==> config.mk <==
export PLATFORM = sky130hd
export DESIGN_NAME = huffman_bit_packer_flat
export DESIGN_NICKNAME = d
export VERILOG_FILES = /design/src/rtl/huffman_bit_packer_pkg.sv /design/src/rtl/huffman_bit_packer_if.sv /design/src/rtl/huffman_bit_packer_code_table.sv /design/src/rtl/huffman_bit_packer.sv /design/src/flat_wrapper.sv
export SDC_FILE = /design/constraint.sdc
export NUM_CORES = 2
export LEC_CHECK = 0
export ABC_AREA = 1
export BUFFER_PORTS_ARGS = -buffer_cell sky130_fd_sc_hd__buf_2
export CAP_MARGIN = 20
export CORE_MARGIN = 2
export CORE_UTILIZATION = 30
export DETAILED_ROUTE_END_ITERATION = 16
export PLACE_DENSITY = 0.52
export SYNTH_ARGS = -nofsm -noshare
export SYNTH_HDL_FRONTEND = slang
export SYNTH_SLANG_ARGS = --single-unit
==> constraint.sdc <==
create_clock -name clk -period 16.04 [get_ports clk]
set_input_delay 3.208 -clock clk [delete_from_list [all_inputs] [get_ports clk]]
set_output_delay 3.208 -clock clk [all_outputs]
set_load 0.01 [all_outputs]
==> src/rtl/huffman_bit_packer_pkg.sv <==
// Shared definitions for the Huffman packer: FSM encodings, code-width limits and helpers.
// The decoder uses the same encodings and width rules.
package huffman_bit_packer_pkg;

  localparam logic [1:0] ST_CFG   = 2'd0;
  localparam logic [1:0] ST_RUN   = 2'd1;
  localparam logic [1:0] ST_FLUSH = 2'd2;

  localparam int MIN_CW = 2;

  // A config write is legal only for widths the decoder can represent.
  function automatic logic cw_legal(input int w, input int max_cw);
    return (w >= MIN_CW) && (w <= max_cw);
  endfunction

endpackage

==> src/rtl/huffman_bit_packer_if.sv <==
// Bundle of the packer's config, symbol and packed-word signals.
// Symbol input: a symbol transfers on a clock edge where en_in && d_req; en_in with d_req=0 is ignored.
// Word output: en_out is a one-cycle valid pulse with no ready; the consumer must always accept.
interface huffman_bit_packer_if #(
  parameter int W   = 8,
  parameter int W_C = 4
);
  logic [W-1:0]   d_conf;
  logic [W-1:0]   h_conf;
  logic [W-1:0]   w_conf;
  logic           en_conf;
  logic           new_conf;
  logic           conf_done;
  logic [W-1:0]   d_in;
  logic           en_in;
  logic           d_req;
  logic           flush;
  logic [W-1:0]   d_out;
  logic           en_out;
  logic [W_C-1:0] pad;
  logic           err;

  modport master (
    output d_conf, h_conf, w_conf, en_conf, new_conf, conf_done, d_in, en_in, flush,
    input  d_req, d_out, en_out, pad, err
  );

  modport slave (
    input  d_conf, h_conf, w_conf, en_conf, new_conf, conf_done, d_in, en_in, flush,
    output d_req, d_out, en_out, pad, err
  );
endinterface

==> src/rtl/huffman_bit_packer_code_table.sv <==
// Symbol-indexed code table: synchronous write, combinational read.
// Only the per-entry valid bits are reset so the width/code storage can map onto RAM.
module huffman_code_table #(
  parameter int W    = 8,
  parameter int CW_W = 4
) (
  input  logic            clk,
  input  logic            rst,
  input  logic            clr,
  input  logic            we,
  input  logic [W-1:0]    wr_addr,
  input  logic [CW_W-1:0] wr_width,
  input  logic [W-1:0]    wr_code,
  input  logic [W-1:0]    rd_addr,
  output logic [CW_W-1:0] rd_width,
  output logic [W-1:0]    rd_code
);
  localparam int DEPTH = 2 ** W;

  logic [DEPTH-1:0] valid_q;
  logic [CW_W-1:0]  width_mem [DEPTH];
  logic [W-1:0]     code_mem  [DEPTH];

  // A zero width is a deliberate invalidate of the entry.
  always_ff @(posedge clk) begin
    if (rst || clr) begin
      valid_q <= '0;
    end else if (we) begin
      valid_q[wr_addr] <= (wr_width != '0);
    end
  end

  always_ff @(posedge clk) begin
    if (we) begin
      width_mem[wr_addr] <= wr_width;
      code_mem[wr_addr]  <= wr_code;
    end
  end

  assign rd_width = valid_q[rd_addr] ? width_mem[rd_addr] : '0;
  assign rd_code  = valid_q[rd_addr] ? code_mem[rd_addr]  : '0;

endmodule

==> src/rtl/huffman_bit_packer.sv <==
// Huffman packer: maps symbols to table codes and packs them MSB-first into W-bit words,
// one symbol per clock, with an explicit flush that left-aligns and zero-pads the tail.
module huffman_bit_packer
  import huffman_bit_packer_pkg::*;
#(
  parameter int W      = 8,
  parameter int MAX_CW = 8,
  parameter int W_C    = 4
) (
  input  logic                 clk,
  input  logic                 rst,
  huffman_bit_packer_if.slave  bus,
  output logic [1:0]           dbg_state
);
  localparam int AW   = 2 * W;
  localparam int FW   = W_C + 1;
  localparam int CW_W = $clog2(MAX_CW + 1);

  logic [1:0]    state_q, state_d;
  logic [AW-1:0] acc_q, acc_d;
  logic [FW-1:0] fill_q, fill_d;
  logic          err_q, err_d;

  logic [CW_W-1:0] rd_width;
  logic [W-1:0]    rd_code;
  logic [W-1:0]    conf_code;
  logic            conf_ok, conf_inval, tbl_we;
  logic            emit_full, emit_part, accept;
  logic [AW-1:0]   acc_shift, code_ext;
  logic [FW-1:0]   fill_keep, fill_sum, ins_pos, w_ext;

  assign conf_ok    = cw_legal(int'(bus.w_conf), MAX_CW);
  assign conf_inval = (bus.w_conf == '0);
  assign conf_code  = bus.h_conf & ~({W{1'b1}} << bus.w_conf);
  assign tbl_we     = (state_q == ST_CFG) && bus.en_conf && !bus.new_conf && (conf_ok || conf_inval);

  huffman_code_table #(
    .W    (W),
    .CW_W (CW_W)
  ) u_table (
    .clk      (clk),
    .rst      (rst),
    .clr      (bus.new_conf),
    .we       (tbl_we),
    .wr_addr  (bus.d_conf),
    .wr_width (bus.w_conf[CW_W-1:0]),
    .wr_code  (conf_code),
    .rd_addr  (bus.d_in),
    .rd_width (rd_width),
    .rd_code  (rd_code)
  );

  always_comb begin
    emit_full = ((state_q == ST_RUN) || (state_q == ST_FLUSH)) && (fill_q >= FW'(W));
    emit_part = (state_q == ST_FLUSH) && (fill_q != '0) && !emit_full;
    accept    = (state_q == ST_RUN) && bus.en_in;
    acc_shift = emit_full ? (acc_q << W) : acc_q;
    fill_keep = emit_full ? (fill_q - FW'(W)) : fill_q;
    w_ext     = FW'(rd_width);
    fill_sum  = fill_keep + w_ext;
    // New code lands directly below the bits that survive this cycle's emit.
    ins_pos   = FW'(AW) - fill_keep - w_ext;
    code_ext  = {{(AW - W){1'b0}}, rd_code};
  end

  always_comb begin
    state_d = state_q;
    acc_d   = acc_q;
    fill_d  = fill_q;
    err_d   = 1'b0;
    if (bus.new_conf) begin
      state_d = ST_CFG;
      acc_d   = '0;
      fill_d  = '0;
    end else begin
      case (state_q)
        ST_CFG: begin
          if (bus.en_conf && !conf_ok && !conf_inval) err_d = 1'b1;
          if (bus.conf_done) state_d = ST_RUN;
        end
        ST_RUN: begin
          acc_d  = acc_shift;
          fill_d = fill_keep;
          if (accept) begin
            if (rd_width != '0) begin
              acc_d  = acc_shift | (code_ext << ins_pos);
              fill_d = fill_sum;
            end else begin
              err_d = 1'b1;
            end
          end
          if (bus.flush) state_d = ST_FLUSH;
        end
        ST_FLUSH: begin
          if (emit_full) begin
            acc_d  = acc_shift;
            fill_d = fill_keep;
          end else begin
            acc_d   = '0;
            fill_d  = '0;
            state_d = ST_RUN;
          end
        end
        default: state_d = ST_CFG;
      endcase
    end
  end

  always_ff @(posedge clk) begin
    if (rst) begin
      state_q <= ST_CFG;
      acc_q   <= '0;
      fill_q  <= '0;
      err_q   <= 1'b0;
    end else begin
      state_q <= state_d;
      acc_q   <= acc_d;
      fill_q  <= fill_d;
      err_q   <= err_d;
    end
  end

  assign bus.d_req  = (state_q == ST_RUN);
  assign bus.en_out = emit_full || emit_part;
  assign bus.d_out  = acc_q[AW-1 -: W];
  assign bus.pad    = emit_part ? W_C'(FW'(W) - fill_q) : '0;
  assign bus.err    = err_q;
  assign dbg_state  = state_q;

endmodule

==> src/flat_wrapper.sv <==
// flat-port wrapper written by rule: the top's interface ports become plain ports
module huffman_bit_packer_flat import huffman_bit_packer_pkg::*;
#(
  parameter int W      = 8,
  parameter int MAX_CW = 8,
  parameter int W_C    = 4
)
  (clk, rst, dbg_state, bus_d_conf, bus_h_conf, bus_w_conf, bus_en_conf, bus_new_conf, bus_conf_done, bus_d_in, bus_en_in, bus_flush, bus_d_req, bus_d_out, bus_en_out, bus_pad, bus_err);
  huffman_bit_packer_if #(.W(W), .W_C(W_C)) bus_i ();
  input  logic clk;
  input  logic rst;
  output logic [1:0] dbg_state;
  input wire logic [$bits(bus_i.d_conf)-1:0] bus_d_conf;
  input wire logic [$bits(bus_i.h_conf)-1:0] bus_h_conf;
  input wire logic [$bits(bus_i.w_conf)-1:0] bus_w_conf;
  input wire logic [$bits(bus_i.en_conf)-1:0] bus_en_conf;
  input wire logic [$bits(bus_i.new_conf)-1:0] bus_new_conf;
  input wire logic [$bits(bus_i.conf_done)-1:0] bus_conf_done;
  input wire logic [$bits(bus_i.d_in)-1:0] bus_d_in;
  input wire logic [$bits(bus_i.en_in)-1:0] bus_en_in;
  input wire logic [$bits(bus_i.flush)-1:0] bus_flush;
  output wire logic [$bits(bus_i.d_req)-1:0] bus_d_req;
  output wire logic [$bits(bus_i.d_out)-1:0] bus_d_out;
  output wire logic [$bits(bus_i.en_out)-1:0] bus_en_out;
  output wire logic [$bits(bus_i.pad)-1:0] bus_pad;
  output wire logic [$bits(bus_i.err)-1:0] bus_err;
  assign bus_i.d_conf = bus_d_conf;
  assign bus_i.h_conf = bus_h_conf;
  assign bus_i.w_conf = bus_w_conf;
  assign bus_i.en_conf = bus_en_conf;
  assign bus_i.new_conf = bus_new_conf;
  assign bus_i.conf_done = bus_conf_done;
  assign bus_i.d_in = bus_d_in;
  assign bus_i.en_in = bus_en_in;
  assign bus_i.flush = bus_flush;
  assign bus_d_req = bus_i.d_req;
  assign bus_d_out = bus_i.d_out;
  assign bus_en_out = bus_i.en_out;
  assign bus_pad = bus_i.pad;
  assign bus_err = bus_i.err;
  huffman_bit_packer #(.W(W), .MAX_CW(MAX_CW), .W_C(W_C)) u_core (.clk(clk), .rst(rst), .bus(bus_i), .dbg_state(dbg_state));
endmodule
Word level (Yosys, flattened, before mapping)

Memory sizes are Yosys's and may differ from the RTL's.
Cells that the tools add are included.

Muxes and demuxes: 28
Shift operators: 2
Bitwise operators: 3
Equality and inequality tests: 5
Reductions and logical operators: 27
$lt $le $gt $ge: 6
Add/subtract/negate cells: 5

Operator list:

| kind                | number |
|---|---|
| $bwmux 256          | 1 |
| $mux 16             | 4 |
| $pmux 16 s2         | 1 |
| $mux 5              | 4 |
| $lt 8x9->1 const B  | 2 |
| $or 16x16->16       | 1 |
| $shl 8x5->16        | 1 |
| $logic_and 1x1->1   | 11 |
| $pmux 5 s2          | 1 |
| $and 8x8->8         | 1 |
| $bmux 1 s8          | 1 |
| $demux 1 s8         | 1 |
| $ge 8x1->1 const B  | 1 |
| $ge 8x2->1 const B  | 1 |
| $le 8x4->1 const B  | 1 |
| $logic_not 8->1     | 1 |
| $mux 4              | 2 |
| $mux 8              | 1 |
| $not 8->8           | 1 |
| $reduce_bool 4->1   | 2 |
| $shl 8x8->8 const A | 1 |
| $mux 1              | 7 |
| $mux 2              | 3 |
| $ne 2x2->1 const B  | 3 |
| other kinds (17)    | 23 |

Memory bits (writable): 3072
Memories: 2
Register bits after elaboration: 280
Output and inout port bits: 17
Logic and storage cells: 83

Memory list:

| name                     | words | width | read ports | clocked after memory_dff | write ports | line                                | source |
|---|---|---|---|---|---|---|---|
| u_core.u_table.code_mem  | 256   | 8     | 1          | 0                        | 1           | huffman_bit_packer_code_table.sv:22 | `logic [W-1:0] code_mem [DEPTH];` |
| u_core.u_table.width_mem | 256   | 4     | 1          | 0                        | 1           | huffman_bit_packer_code_table.sv:21 | `logic [CW_W-1:0] width_mem [DEPTH];` |

Longest topological paths before layout

Word-level depth: 11
Mapped depth: 32
Depth with buffers taken out: 27

By module

Synthesis repeated with hierarchy kept, for this count alone.

Cell total of the unflattened synthesis: 12404
Area total of the unflattened synthesis: 138729.3 sq um

Modules (own cells, without submodules):

| module             | times used | cells an instance | area an instance (sq um) |
|---|---|---|---|
| huffman_code_table | 1          | 11996             | 136223.1 |
| huffman_bit_packer | 1          | 408               | 2506.2 |

Worst setup path before layout

OpenSTA, ideal clock, no wires.

Path type: input to register
From: in bus_w_conf[2]
To: mem u_core.u_table.code_mem[0][0], data pin
Cell stages on the path: 8
Setup time: 2.280 ns
Arrival: 14.204 ns
Path slack: -0.445 ns
Path through: nor2_1 -> inv_1 -> nor2_1 -> nand2_1 -> clkinv_1 -> clkbuf_1 -> clkbuf_1 -> a21boi_0

Word-level cells in the longest chain between the ends: 3

RTL lines:

| element                 | line                                | source |
|---|---|---|
| from (decl)             | flat_wrapper.sv:15                  | `input wire logic [$bits(bus_i.w_conf)-1:0] bus_w_conf;` |
| $shl 8x8->8             | huffman_bit_packer.sv:34            | `assign conf_code = bus.h_conf & ~({W{1'b1}} << bus.w_conf);` |
| $not 8->8               | huffman_bit_packer.sv:34            |  |
| $and 8x8->8             | huffman_bit_packer.sv:34            |  |
| via u_core.conf_code[0] | huffman_bit_packer.sv:26            | `logic [W-1:0] conf_code;` |
| to (decl)               | huffman_bit_packer_code_table.sv:22 |  |

The timed path passes the listed nets, and every way through them passes these cells.

Worst setup path after layout

From: in bus_d_in[0]
To: reg u_core.acc_q[14]

Word-level cells in the longest chain between the ends: 9
Elaborated cells on any way between the ends: 13
Classes of those cells: add/sub (1); shift (1); mux (7); bitwise (1); reduce/logical (1); memory (2)

RTL lines:

| element                      | line                                                                     | source |
|---|---|---|
| from (decl)                  | flat_wrapper.sv:19                                                       | `input wire logic [$bits(bus_i.d_in)-1:0] bus_d_in;` |
| $bmux 1 s8                   | huffman_bit_packer_code_table.sv:40, huffman_bit_packer_code_table.sv:41 |  |
| $mux 1 (implied by the code) | huffman_bit_packer_code_table.sv:40, huffman_bit_packer_code_table.sv:41 |  |
| $mux 4                       | huffman_bit_packer_code_table.sv:40                                      | `assign rd_width = valid_q[rd_addr] ? width_mem[rd_addr] : '0;` |
| $sub 5x4->5                  | huffman_bit_packer.sv:62                                                 | `ins_pos = FW'(AW) - fill_keep - w_ext;` |
| $shl 8x5->16                 | huffman_bit_packer.sv:86                                                 | `acc_d = acc_shift \| (code_ext << ins_pos);` |
| $or 16x16->16                | huffman_bit_packer.sv:86                                                 |  |
| $mux 16 (*)                  | huffman_bit_packer.sv:85                                                 | `if (rd_width != '0) begin` |
| $mux 16 (*)                  | huffman_bit_packer.sv:84                                                 | `if (accept) begin` |
| $pmux 16 s2 (*)              | huffman_bit_packer.sv:76                                                 | `case (state_q)` |
| to (signal assigned)         | huffman_bit_packer.sv:112                                                | `acc_q <= '0;` |
| to (signal assigned)         | huffman_bit_packer.sv:117                                                | `acc_q <= acc_d;` |
| to (decl)                    | huffman_bit_packer.sv:20                                                 | `logic [AW-1:0] acc_q, acc_d;` |

Every way passes the cells marked *; elsewhere a longest branch is shown, timed or not. The select of a mux whose other input is x is not followed.
A chain may end at the register's enable or synchronous reset.

==> flow_summary.toml <==
[run_status]
status = "completed"

[global_routing]
overflow = 0
grt_pass1_wl_um = 622900
grt_max_degree = 153
grt_usage_pct = 17.84
grt_pass1_vias = 87590
antenna_found_initial = 27

[synthesis]
ys_top_cells_by_count = "nand2_1 (3572), nand3_1 (3316), edfxtp_1 (3072), buf_2 (375), nor2_1 (306)"
synth_top_area_share_pct = 67.04
synth_compound_area_share_pct = 2.229
synth_top_family_by_area = "simple AND/OR/NAND/NOR gates"
ys_warn_count = 0
synth_area_leaders = "edfxtp_1 (67%), nand3_1 (12%), nand2_1 (9.7%)"
yosys.area.top_type = "edfxtp_1"
synth_fa_ha_area_share_pct = 0.1928
ys_seq_elements = 3352
ys.flop_type = "edfxtp_1"
synth_async_sr_flop_share_pct = 0
syn_area_um2 = 137600
synth_xor_area_share_pct = 0.03819
yosysMostFrequentCell = "nand2_1"
syn-instance-count = 12090
synth-seq-area-share_pct = 71.12
avgSynthCellArea_um2 = 11.38
syn_nets = 12150
ys_types = 43
synth_edf_count = 3072
synth.area.mux_share_pct = 0
synth-simple-area-share_pct = 22.73

[detailed_routing]
wl_per_cell_um = 23.08
drt_iter0_drc = 10000
wirelength_um = 427400
wl_met2_um = 197600
drt-met1-wl_um = 186700
ant_nets = 0
drc = 0
avgViaCountPerCell = 5.027
dr_total_vias = 93080
top_layer = "met5"
wl_met3_um = 29970
dr.pass1.iters = 8

[sta]
finalHoldViolCount = 0
relSlewSlack_pct = 21.70
fin_skew_ns = 0.04266
setup_viol = 0
fmax_ghz = 0.1072
period_share_pct = 58.17
finalSetupTns_ns = 0
maxSlewViolCount = 0
rsz0062_at_grt = "false"
worst_slack_ns = 6.710
min_period_ns = 9.330
worstMarginPinSlew_ns = 1.175

[worst_setup_path]
cp.required_ns = 16.83
cpMaxStageDelayCell = "buf_4"
crit_arrival_ns = 10.12
max_stage_delay_ns = 0.87
worstSetupPathType = "in2reg"
worstPathMaxFanout = 118
cp-end-kind = "register"
cp-start-kind = "input pin"

[die]
die_width_um = 681.2
boundaryPins = 56
die_area_um2 = 464100
core_um2 = 456400
die_h_um = 681.2
start_util_pct = 30.15
std_cell_rows = 248

[power]
vdd_drop_max_mv = 0.07841
power.leakage_nw = 54.45
power.density_nw_per_um2 = 122.4

[cts]
cts_hold_buf = 0
cts.path.max_buffers = 4
cts_root_buffer = "clkbuf_16"
clk_latency_ns = 0.94
cts_sinks = 3352
path_clk_slew_ns = 0.06
cts_buffers = 364
cts_tree = "yes"
cts_setup_buffers = 0
cts_resized = 0
cts_max_level = 5

[place]
pre_cts_slack_ns = 5.931
placedCellCount = 17820
numPortBuffers = 55
gp_congestion = 0.8288
dp_hpwl_um = 236500

[cells_and_area]
final_nets = 12120
layout-drive-gt1-share_pct = 8.582
syn2layout_area_growth_pct = 13.79
instances_no_fill = 18520

[job]
maxCapViolCount = 0

[worst_hold_path]
hold_class = "reg2reg"
[kinds of logic after synthesis]
| group | Yosys count |
|---|---|
| AOI/OAI and AO/OA | 557 |
| buffers and inverters | 943 |
| and+or+nand+nor | 7212 |
| xor gates and xnor gates | 6 |
| adders and majority gates | 20 |
| DFF | 3352 |
[critical path, delay by kind of cell]
family	cells	cell delay, ns
adders and majority gates	2	1.22
and+or+nand+nor	16	2.27
buffers and inverters	6	2.80
AOI/OAI and AO/OA	1	0.06
[layout make-up]
type                    count  area (um2)
fillers                 45170      299900
flip-flops and latches   3352       97850
multi-input cells        7795       34840
clock buffers             524       10420
well taps                6125        7664
repair buffers            449        3737
clock inverters           154        1575
inverters                 101       442.9
diodes                     15       37.54
[final timing paths]
kind                            to  cells after the start                        start  slack [ns]
setup reg to reg  u_core.acc_q[14]                     24  u_core.u_table.valid_q[230]       10.82
hold reg to reg    u_core.acc_q[4]                      2              u_core.acc_q[4]        0.48
setup / recovery  u_core.acc_q[14]                     25                  bus_d_in[0]        6.71
hold / removal     u_core.acc_q[4]                      2              u_core.acc_q[4]        0.48
[through the flow]
stage / power, mW / utilization (%) / cell area (um2) / hold WS [ns]
global placement: 10.90 / 31.66 / 144500 / 0.4783
finish: 19.16 / 34.30 / 156600 / 0.4794
detailed placement: 10.91 / 31.67 / 144500 / 0.4739
CTS: 19.29 / 34.29 / 156500 / 0.4842
floorplan: 10.45 / - / 137600 / 0.4581
global route: 19.72 / 34.30 / 156500 / 0.5048
[metal layers]
| layer | vias up | GRT usage, % |
|---|---|---|
| met2 | 3336 | 28.41 |
| met4 | 4 | 5.299 |
| met5 | - | 0 |
| li1 | 42870 | - |
| met3 | 620 | 2.554 |
| met1 | 46250 | 25.22 |
[report_power, final]
part	leakage (nW)	switching, mW	internal, mW
logic	18.7	0.927	0.256
registers	29.9	0.000669	9.54
clock network	5.88	3.51	4.93
total	54.5	4.44	14.7
[layout by cell type (no fill, tap or decap), types with 83 or more instances in the layout]
cell | synthesis | final
nor2_1 | 306 | 272
o21ai_0 | 224 | 224
inv_1 | 89 | 83
clkbuf_1 | 126 | 98
a21oi_1 | 259 | 259
nand2_1 | 3572 | 3558
clkbuf_16 | 0 | 372
buf_4 | 165 | 361
nand3_1 | 3316 | 3316
edfxtp_1 | 3072 | 3072
dfxtp_1 | 280 | 280
[registers in the layout (all words and copies together), names as in the netlist]
| register | cells |
|---|---|
| u_core.dbg_state | 2 |
| u_core.fill_q | 5 |
| u_core.bus.err | 1 |
| u_core.u_table.width_mem | 1024 |
| u_core.u_table.code_mem | 2048 |
| u_core.acc_q | 16 |
| u_core.u_table.valid_q | 256 |
Power figures use the tool's default switching activity.
